[src/rtl/scan_defs.vh]
// Shared scan sequencer constants: state encodings and parameter defaults.
`ifndef SCAN_DEFS_VH
`define SCAN_DEFS_VH

`define SCAN_IDLE                 2'd0
`define SCAN_BLANK                2'd1
`define SCAN_SHOW                 2'd2

`define SCAN_DIVIDE_DEFAULT       1000
`define SCAN_BLANK_CYCLES_DEFAULT 8

`endif

[src/rtl/scan_index_gen_pkg.sv]
// Types and defaults shared by the scan sequencer and its slot divider.
`include "scan_defs.vh"

package scan_index_gen_pkg;

   typedef enum logic [1:0] {
      ST_IDLE  = `SCAN_IDLE,
      ST_BLANK = `SCAN_BLANK,
      ST_SHOW  = `SCAN_SHOW
   } scan_state_t;

   localparam int DIVIDE_DEF       = `SCAN_DIVIDE_DEFAULT;
   localparam int BLANK_CYCLES_DEF = `SCAN_BLANK_CYCLES_DEFAULT;

   function automatic int cnt_width(input int divide);
      return (divide < 2) ? 1 : $clog2(divide);
   endfunction

endpackage

[src/rtl/scan_index_gen_tick_div.sv]
// Slot divider: counts 0..DIVIDE-1 and flags the last count as the slot tick.
// Count is registered, tick is decoded from it; clr forces the count to 0.
module scan_tick_div
   import scan_index_gen_pkg::*;
#(
   parameter int DIVIDE = DIVIDE_DEF
) (
   input  logic                           clk,
   input  logic                           rst_n,
   input  logic                           clr,
   output logic [cnt_width(DIVIDE)-1:0]   cnt,
   output logic                           tick
);

   localparam int            CW       = cnt_width(DIVIDE);
   localparam logic [CW-1:0] CNT_LAST = CW'(DIVIDE - 1);

   assign tick = (cnt == CNT_LAST);

   always_ff @(posedge clk) begin
      if (!rst_n || clr) begin
         cnt <= '0;
      end else if (tick) begin
         cnt <= '0;
      end else begin
         cnt <= cnt + CW'(1);
      end
   end

endmodule

[src/rtl/scan_index_gen.sv]
// Scan slot sequencer: sel advances every DIVIDE clocks through 0..last, with blank/wrap strobes.
// All outputs registered; SCAN_INDEX_GEN_BLANK_EN adds the BLANK_CYCLES blanking phase per slot.
module scan_index_gen
   import scan_index_gen_pkg::*;
#(
   parameter int DIVIDE       = DIVIDE_DEF,
   parameter int BLANK_CYCLES = BLANK_CYCLES_DEF
) (
   input  logic       clk,
   input  logic       rst_n,
   input  logic       en,
   input  logic [1:0] last,
   output logic [1:0] sel,
   output logic       blank,
   output logic       wrap
);

   localparam int CW = cnt_width(DIVIDE);

   scan_state_t   state;
   scan_state_t   next_state;
   logic [CW-1:0] cnt;
   logic          tick;
   logic          clr;
   logic          adv;
   logic          at_last;

   // Counter sits at 0 while idle so each enable starts a fresh, full slot.
   assign clr     = (state == ST_IDLE) || !en;
   assign at_last = (sel >= last);

   scan_tick_div #(
      .DIVIDE (DIVIDE)
   ) u_div (
      .clk   (clk),
      .rst_n (rst_n),
      .clr   (clr),
      .cnt   (cnt),
      .tick  (tick)
   );

`ifndef SCAN_INDEX_GEN_BLANK_EN
   localparam int unused_blank_cycles = BLANK_CYCLES;
   logic          unused_cnt;
   assign unused_cnt = ^cnt;
`endif

   always_comb begin
      next_state = state;
      adv        = 1'b0;
      case (state)
         ST_IDLE: begin
            if (en) begin
`ifdef SCAN_INDEX_GEN_BLANK_EN
               next_state = ST_BLANK;
`else
               next_state = ST_SHOW;
`endif
            end
         end
`ifdef SCAN_INDEX_GEN_BLANK_EN
         ST_BLANK: begin
            if (!en) begin
               next_state = ST_IDLE;
            end else if (cnt == CW'(BLANK_CYCLES - 1)) begin
               next_state = ST_SHOW;
            end
         end
`endif
         ST_SHOW: begin
            // A disable on the tick cycle wins: no advance, no wrap.
            if (!en) begin
               next_state = ST_IDLE;
            end else if (tick) begin
               adv = 1'b1;
`ifdef SCAN_INDEX_GEN_BLANK_EN
               next_state = ST_BLANK;
`else
               next_state = ST_SHOW;
`endif
            end
         end
         default: next_state = ST_IDLE;
      endcase
   end

   always_ff @(posedge clk) begin
      if (!rst_n) begin
         state <= ST_IDLE;
         sel   <= 2'd0;
         blank <= 1'b1;
         wrap  <= 1'b0;
      end else begin
         state <= next_state;
`ifdef SCAN_INDEX_GEN_BLANK_EN
         blank <= (next_state != ST_SHOW);
`else
         blank <= (next_state == ST_IDLE);
`endif
         wrap  <= adv && at_last;
         if (adv) begin
            sel <= at_last ? 2'd0 : sel + 2'd1;
         end
      end
   end

endmodule

[config.mk]
export PLATFORM = sky130hd
export DESIGN_NAME = scan_index_gen
export DESIGN_NICKNAME = d
export VERILOG_FILES = /design/src/rtl/scan_index_gen_pkg.sv /design/src/rtl/scan_index_gen_tick_div.sv /design/src/rtl/scan_index_gen.sv
export VERILOG_INCLUDE_DIRS = /design/src /design/src/rtl
export SDC_FILE = /design/constraint.sdc
export NUM_CORES = 1
export LEC_CHECK = 0
export ABC_AREA = 0
export CORE_AREA = 3 3 53 55
export CTS_BUF_LIST = sky130_fd_sc_hd__clkbuf_8
export DETAILED_ROUTE_END_ITERATION = 8
export DIE_AREA = 0 0 56 58
export SLEW_MARGIN = 10
export SYNTH_ARGS = -nofsm -noshare
export SYNTH_HDL_FRONTEND = slang
export SYNTH_SLANG_ARGS = --single-unit
[constraint.sdc]
create_clock -name clk -period 2.2 [get_ports clk]
set_clock_uncertainty 0.1 [all_clocks]
set_input_delay 0.44 -clock clk [delete_from_list [all_inputs] [get_ports clk]]
set_output_delay 0.44 -clock clk [all_outputs]
set_load 0.005 [all_outputs]
==> results of run 1 <==
## area by class of cell
type	count	area [sq um]
Clock buffer	4	55.1
Fill cell	252	1560
Inverter	5	18.8
Multi-Input combinational cell	54	358
Sequential cell	16	320
Tap cell	30	37.5
Timing Repair Buffer	8	80.1
## synth_stat cells, types with 2 or more instances
cell	instances
dfxtp_1	16
ha_1	3
inv_1	5
nand2_1	4
nand3_1	4
nand4_1	2
nor2_1	14
nor2b_1	2
nor3_1	3
or2_2	2
xnor2_1	6
xor2_1	2
## critical path, cell delays in order
cell,delay [ns]
clkdlybuf4s50_1,0.41
ha_1,0.29
nand2b_1,0.16
a211oi_1,0.31
nor2b_1,0.08
o21ai_0,0.16
## cells by family (layout without fill, tap and decap cells)
group,Yosys count,count (layout),synth area share
AND/OR/NAND/NOR,37,37,0.301
flip-flops,16,16,0.456
XOR/XNOR,8,8,0.0998
buffers and inverters,6,17,0.0339
AO/OA/AOI/OAI,4,4,0.0356
adder cells (fa/ha/maj),3,3,0.0535
other,1,1,0.00534
multiplexers,1,1,0.0143
## through the flow
stage,hold slack (ns),util
6_report,0.381,0.358
5_1_grt,0.413,0.358
4_1_cts,0.389,0.358
3_5_place_dp,0.375,0.335
3_3_place_gp,0.348,0.335
2_1_floorplan,0.330,-
## final timing paths
kind | end | slack (ns) | cells past startpoint | from
hold reg to reg | u_div.cnt[0] | 0.38 | 1 | u_div.cnt[0]
setup reg to reg | sel[0] | 0.55 | 5 | u_div.cnt[0]
hold / removal | u_div.cnt[0] | 0.38 | 1 | u_div.cnt[0]
setup / recovery | sel[1] | 0.44 | 6 | last[0]
## layer usage
layer	part of all wire	up-vias	wire, um	track usage
li1	-	272	-	-
met4	0.024	0	27	0.0610
met2	0.46	7	520	0.122
met1	0.49	230	556	0.106
met5	0	-	0	0
met3	0.028	4	32	0.0134
## power by group through the flow
stage               logic, mW  clock network (mW)  registers [mW]
floorplan              0.0113                   0           0.302
global placement       0.0228                   0           0.302
detailed placement     0.0236                   0           0.302
CTS                    0.0237               0.266           0.295
global route           0.0265               0.280           0.296
finish                 0.0232               0.258           0.295
## flip-flops by register name, summed over array words and instances, names as in the netlist
signal,count
blank,1
state,2
u_div.cnt,10
wrap,1
sel,2
==> summary.md, run 1 <==
| Metric | Value |
|---|---|
| Avg WL per Cell | 9.71 um |
| Cell leakage power | 0.322 nW |
| Via count | 513 |
| Flop pwr share | 0.513 |
| CP max FO | 2 |
| Num rows | 18 |
| Gr ovfl total | 0 |
| TritonCTS Buffers | 3 |
| Crit end category | register |
| Root buf cell | clkbuf_8 |
| Mapped Avg Cell Area | 9.24 sq um |
| Worst EP required | 2.28 ns |
| Syn nets | 84 |
| Clock sinks | 16 |
| Most frequent cells in the layout | dfxtp_1, nor2_1, clkdlybuf4s50_1, xnor2_1, inv_1 |
| Ant. Diodes | 0 |
| Top_reg_cell synth | dfxtp_1 |
| Startpoint Class | primary input |
| Worst hold-check path type | reg2reg |
| Hold Violations, Final | 0 |
| Crit path time final | 1.76 ns |
| Yosys top cell area share | 0.456 |
| Critical setup path kind | in2reg |
| Synth cell types | 25 |
| Arr. time, crit path | 1.84 ns |
| DRT iter0 DRCs | 1 |
| First-pass GRT wire length | 2.07 mm |
| Buffers on Ports | 8 |
| Mapped Cells | 76 |
| CTS tree | built |
| Clk_lat worst skew | 0.25 ns |
| Antenna-violating nets left | 0 |
| Initial antenna violation count | 0 |
| Die W | 56 um |
| Post-CTS sizing | 0 |
| Overall routed net length | 1.14 mm |
| Switch share | 0.193 |
| Tot Pwr | 0.576 mW |
| Max-cap violations | 0 |
| Post-Place Worst Slack | 0.157 ns |
| Post-detail-place hpwl | 856 um |
| Worst setup margin | 0.436 ns |
| Mapped Area | 702 sq um |
| Int Power | 0.465 mW |
| Logic pwr share | 0.040 |
| Initial Util | 0.289 |
| Clock-pin slew on the worst setup and hold paths | 0.06 ns |
| Final Cycle Share | 0.802 |
| Ports | 9 |
| Setup TNS | 0 ns |
| Fin nets | 96 |
| Placed cells | 113 |
| Seq/Total Area, Yosys | 0.456 |
| VDD IR max | 0.000219 V |
| Number of synthesized register bits | 16 |
| Detailed Routing Iterations Pass 1 | 4 |
| H-tree depth | 1 |
| Count of final max-slew check failures | 0 |
| Setup Viol. Count Final | 0 |
| RSZ-0062 raised after global routing | false |
| Hold bufs inserted after CTS | 0 |
| DR vias/cell | 4.38 |
| Postcts setup bufs | 0 |
| Die height | 58 um |
| Vias in the first global route | 517 |
| Max frequency | 567 MHz |
| Gp weighted congestion | 0.758 |
| P_sw | 0.111 mW |
| PD cells | 663 nW/um^2 |
| Core ar. | 2430 sq um |
| Share of cells above drive strength 1 | 0.103 |
| DP Area | 815 sq um |
| Die area | 3250 sq um |
| Most common cell after layout, fill and taps aside | dfxtp_1 |
| Area Growth Syn to Fin | 23.9% |
| Finished Cell Area | 870 sq um |
| Largest net degree at the start of global routing | 10 |
| Clk network pwr share | 0.447 |
| Status | finished clean |
| Synth warnings | 0 |
| Async set or reset register ratio after synthesis | 0 |
| Tot GR Track Use | 0.0815 |
| Filler-free cell count of the finished design | 117 |
| Cell taking the most area after synthesis | dfxtp_1 |
| Bufs on Longest Clock Path | 2 |
| EDFF count, synth | 0 |
| DRC viols | 0 |
| Area contributors post-synth | dfxtp_1, nor2_1, xnor2_1, ha_1, nor4_4 |
(Power assumes the default switching activity.)
==> inputs of run 2 (changes only) <==
clock period = 1.75 ns   (was 2.2 ns; I/O delays follow)
==> summary.md, run 2 (synthesis results as in run 1) <==
| Metric | Value |
|---|---|
| Cell leakage power | 0.334 nW (+3.6%) |
| Initial Util | 0.289 (unchanged) |
| DP Area | 830 sq um (+1.8%) |
| Arr. time, crit path | 1.70 ns (-0.14 ns) |
| Most common cell after layout, fill and taps aside | dfxtp_1 |
| Via count | 527 (+2.7%) |
| Antenna-violating nets left | 0 (unchanged) |
| Setup Viol. Count Final | 0 (unchanged) |
| Share of cells above drive strength 1 | 0.135 (+0.0314) |
| Vias in the first global route | 505 (-2.3%) |
| Core ar. | 2430 sq um (unchanged) |
| Reg2reg setup slack | 0.18 ns (-0.37 ns) |
| Count of final max-slew check failures | 0 (unchanged) |
| Crit end category | register |
| Fillers | 255 (+1.2%) |
| Tot Pwr | 0.725 mW (+26%) |
| Gp weighted congestion | 0.776 (+2.3%) |
| First-pass GRT wire length | 2.05 mm (-1.0%) |
| Initial antenna violation count | 0 (unchanged) |
| Worst setup margin | 0.123 ns (-0.313 ns) |
| Tot GR Track Use | 0.0837 (+0.00215) |
| Die area | 3250 sq um (unchanged) |
| Buffers on Ports | 8 (unchanged) |
| DRT iter0 DRCs | 5 (+4) |
| Top Registers | u_div.cnt: 10 flops, sel: 2 flops, state: 2 flops |
| Area Growth Syn to Fin | 26.7% |
| Hold Violations, Final | 0 (unchanged) |
| Crit path time final | 1.63 ns |
| Overall routed net length | 1.12 mm (-1.8%) |
| Worst hold-check path type | reg2reg |
| VDD IR max | 0.000477 V (+120%) |
| Post-Place Worst Slack | -0.226 ns (-0.384 ns) |
| TritonCTS Buffers | 3 (unchanged) |
| Ports | 9 (unchanged) |
| Slowest cell on crit path | clkdlybuf4s50_1 |
| Max-cap violations | 0 (unchanged) |
| Ant. Diodes | 0 (unchanged) |
| Detailed Routing Iterations Pass 1 | 3 (-1) |
| Placed cells | 115 (+1.8%) |
| Num rows | 18 (unchanged) |
| Largest net degree at the start of global routing | 10 (unchanged) |
| Max reg flops | 10 (unchanged) |
| Worst R2R End | sel[1] |
| Setup TNS | 0 ns (unchanged) |
| Postcts setup bufs | 0 (unchanged) |
| Max frequency | 614 MHz |
| Startpoint Class | primary input |
| Gr ovfl total | 0 (unchanged) |
| Most frequent cells in the layout | dfxtp_1, nor2_1, clkdlybuf4s50_1, xnor2_1, inv_1 |
| Max incr delay on CP | 0.40 ns (about the same) |
| Clk_lat worst skew | 0.25 ns (about the same) |
| Avg WL per Cell | 9.38 um (-3.4%) |
| Final Cycle Share | 0.930 |
| PD cells | 815 nW/um^2 (+23%) |
| Finished Cell Area | 890 sq um (+2.3%) |
| Die W | 56 um (unchanged) |
| Worst EP required | 1.82 ns (-0.46 ns) |
| Area of the multi-input gates | 363 sq um (+1.4%) |
| Reg2reg path depth | 6 (+1) |
| CTS tree | built |
| Clock-pin slew on the worst setup and hold paths | 0.06 ns (about the same) |
| DR vias/cell | 4.43 (+1.0%) |
| Die height | 58 um (unchanged) |
| Top reg by flops | u_div.cnt |
| RR Startpoint | sel[0] |
| Worst setup path startpoint | last[0] |
| Setup crit end | sel[1] |
| Bufs on Longest Clock Path | 2 (unchanged) |
| Filler-free cell count of the finished design | 119 (+1.7%) |
| CP max FO | 2 (unchanged) |
| Critical setup path kind | in2reg |
| RSZ-0062 raised after global routing | false |
| Crit-path cells | clkdlybuf4s50_1 -> ha_1 -> nand2b_1 -> a211oi_2 -> nor2b_1 -> o21ai_0 |
| Clock sinks | 16 (unchanged) |
| DRC viols | 0 (unchanged) |
| Status | finished clean |
| Fin nets | 98 (+2.1%) |
| H-tree depth | 1 (unchanged) |
| Sequential Area | 320 sq um (unchanged) |
| Root buf cell | clkbuf_8 |
-- run 2: how the worst min path moves through the flow --
stage            startpoint            to  slack [ns]  depth (start not counted)
2_1_floorplan  u_div.cnt[0]  u_div.cnt[0]        0.33                          1
3_3_place_gp   u_div.cnt[0]  u_div.cnt[0]        0.35                          1
3_5_place_dp   u_div.cnt[0]  u_div.cnt[0]        0.36                          1
4_1_cts        u_div.cnt[0]  u_div.cnt[0]        0.37                          1
5_1_grt        u_div.cnt[0]  u_div.cnt[0]        0.40                          1
6_report       u_div.cnt[0]  u_div.cnt[0]        0.37                          1
-- run 2: worst max-delay path, delay by kind of cell --
| family | cells | cell delay, ns |
|---|---|---|
| AND/OR/NAND/NOR | 2 | 0.25 |
| buffers and inverters | 1 | 0.40 |
| AO/OA/AOI/OAI | 2 | 0.41 |
| adder cells (fa/ha/maj) | 1 | 0.28 |
-- run 2: final cells by class --
| type | instances | share of cell area |
|---|---|---|
| clock buffers | 4 | 0.0619 |
| repair buffers | 10 | 0.107 |
| inverters | 5 | 0.0211 |
| flip-flops and latches | 16 | 0.360 |
| multi-input cells | 54 | 0.408 |
| well taps | 30 | 0.0422 |
-- run 2: stage by stage --
step / hold WS [ns] / utilization
after floorplan: 0.330 / -
after global placement: 0.348 / 0.341
after detailed placement: 0.356 / 0.341
after CTS: 0.370 / 0.364
after global routing: 0.399 / 0.366
final: 0.367 / 0.366
-- run 2: metal layers --
layer | up-vias | share of wire | global-route usage
li1 | 277 | - | -
met1 | 239 | 0.45 | 0.0900
met2 | 7 | 0.49 | 0.130
met3 | 4 | 0.021 | 0.0223
met4 | 0 | 0.047 | 0.0847
met5 | - | 0 | 0
-- run 2: repair_timing --
| item | 4_1_cts | 5_1_grt |
|---|---|---|
| gates resized for setup | 0 | 1 |
| hold buffers | 0 | 0 |
| setup endpoints to repair | 0 | 2 |
-- run 2: report_power, final --
| group | internal, mW | switching (mW) | total [mW] |
|---|---|---|---|
| sequential | 0.369 | 0.00258 | 0.371 |
| clock | 0.199 | 0.122 | 0.321 |
| combinational | 0.0186 | 0.0137 | 0.0322 |
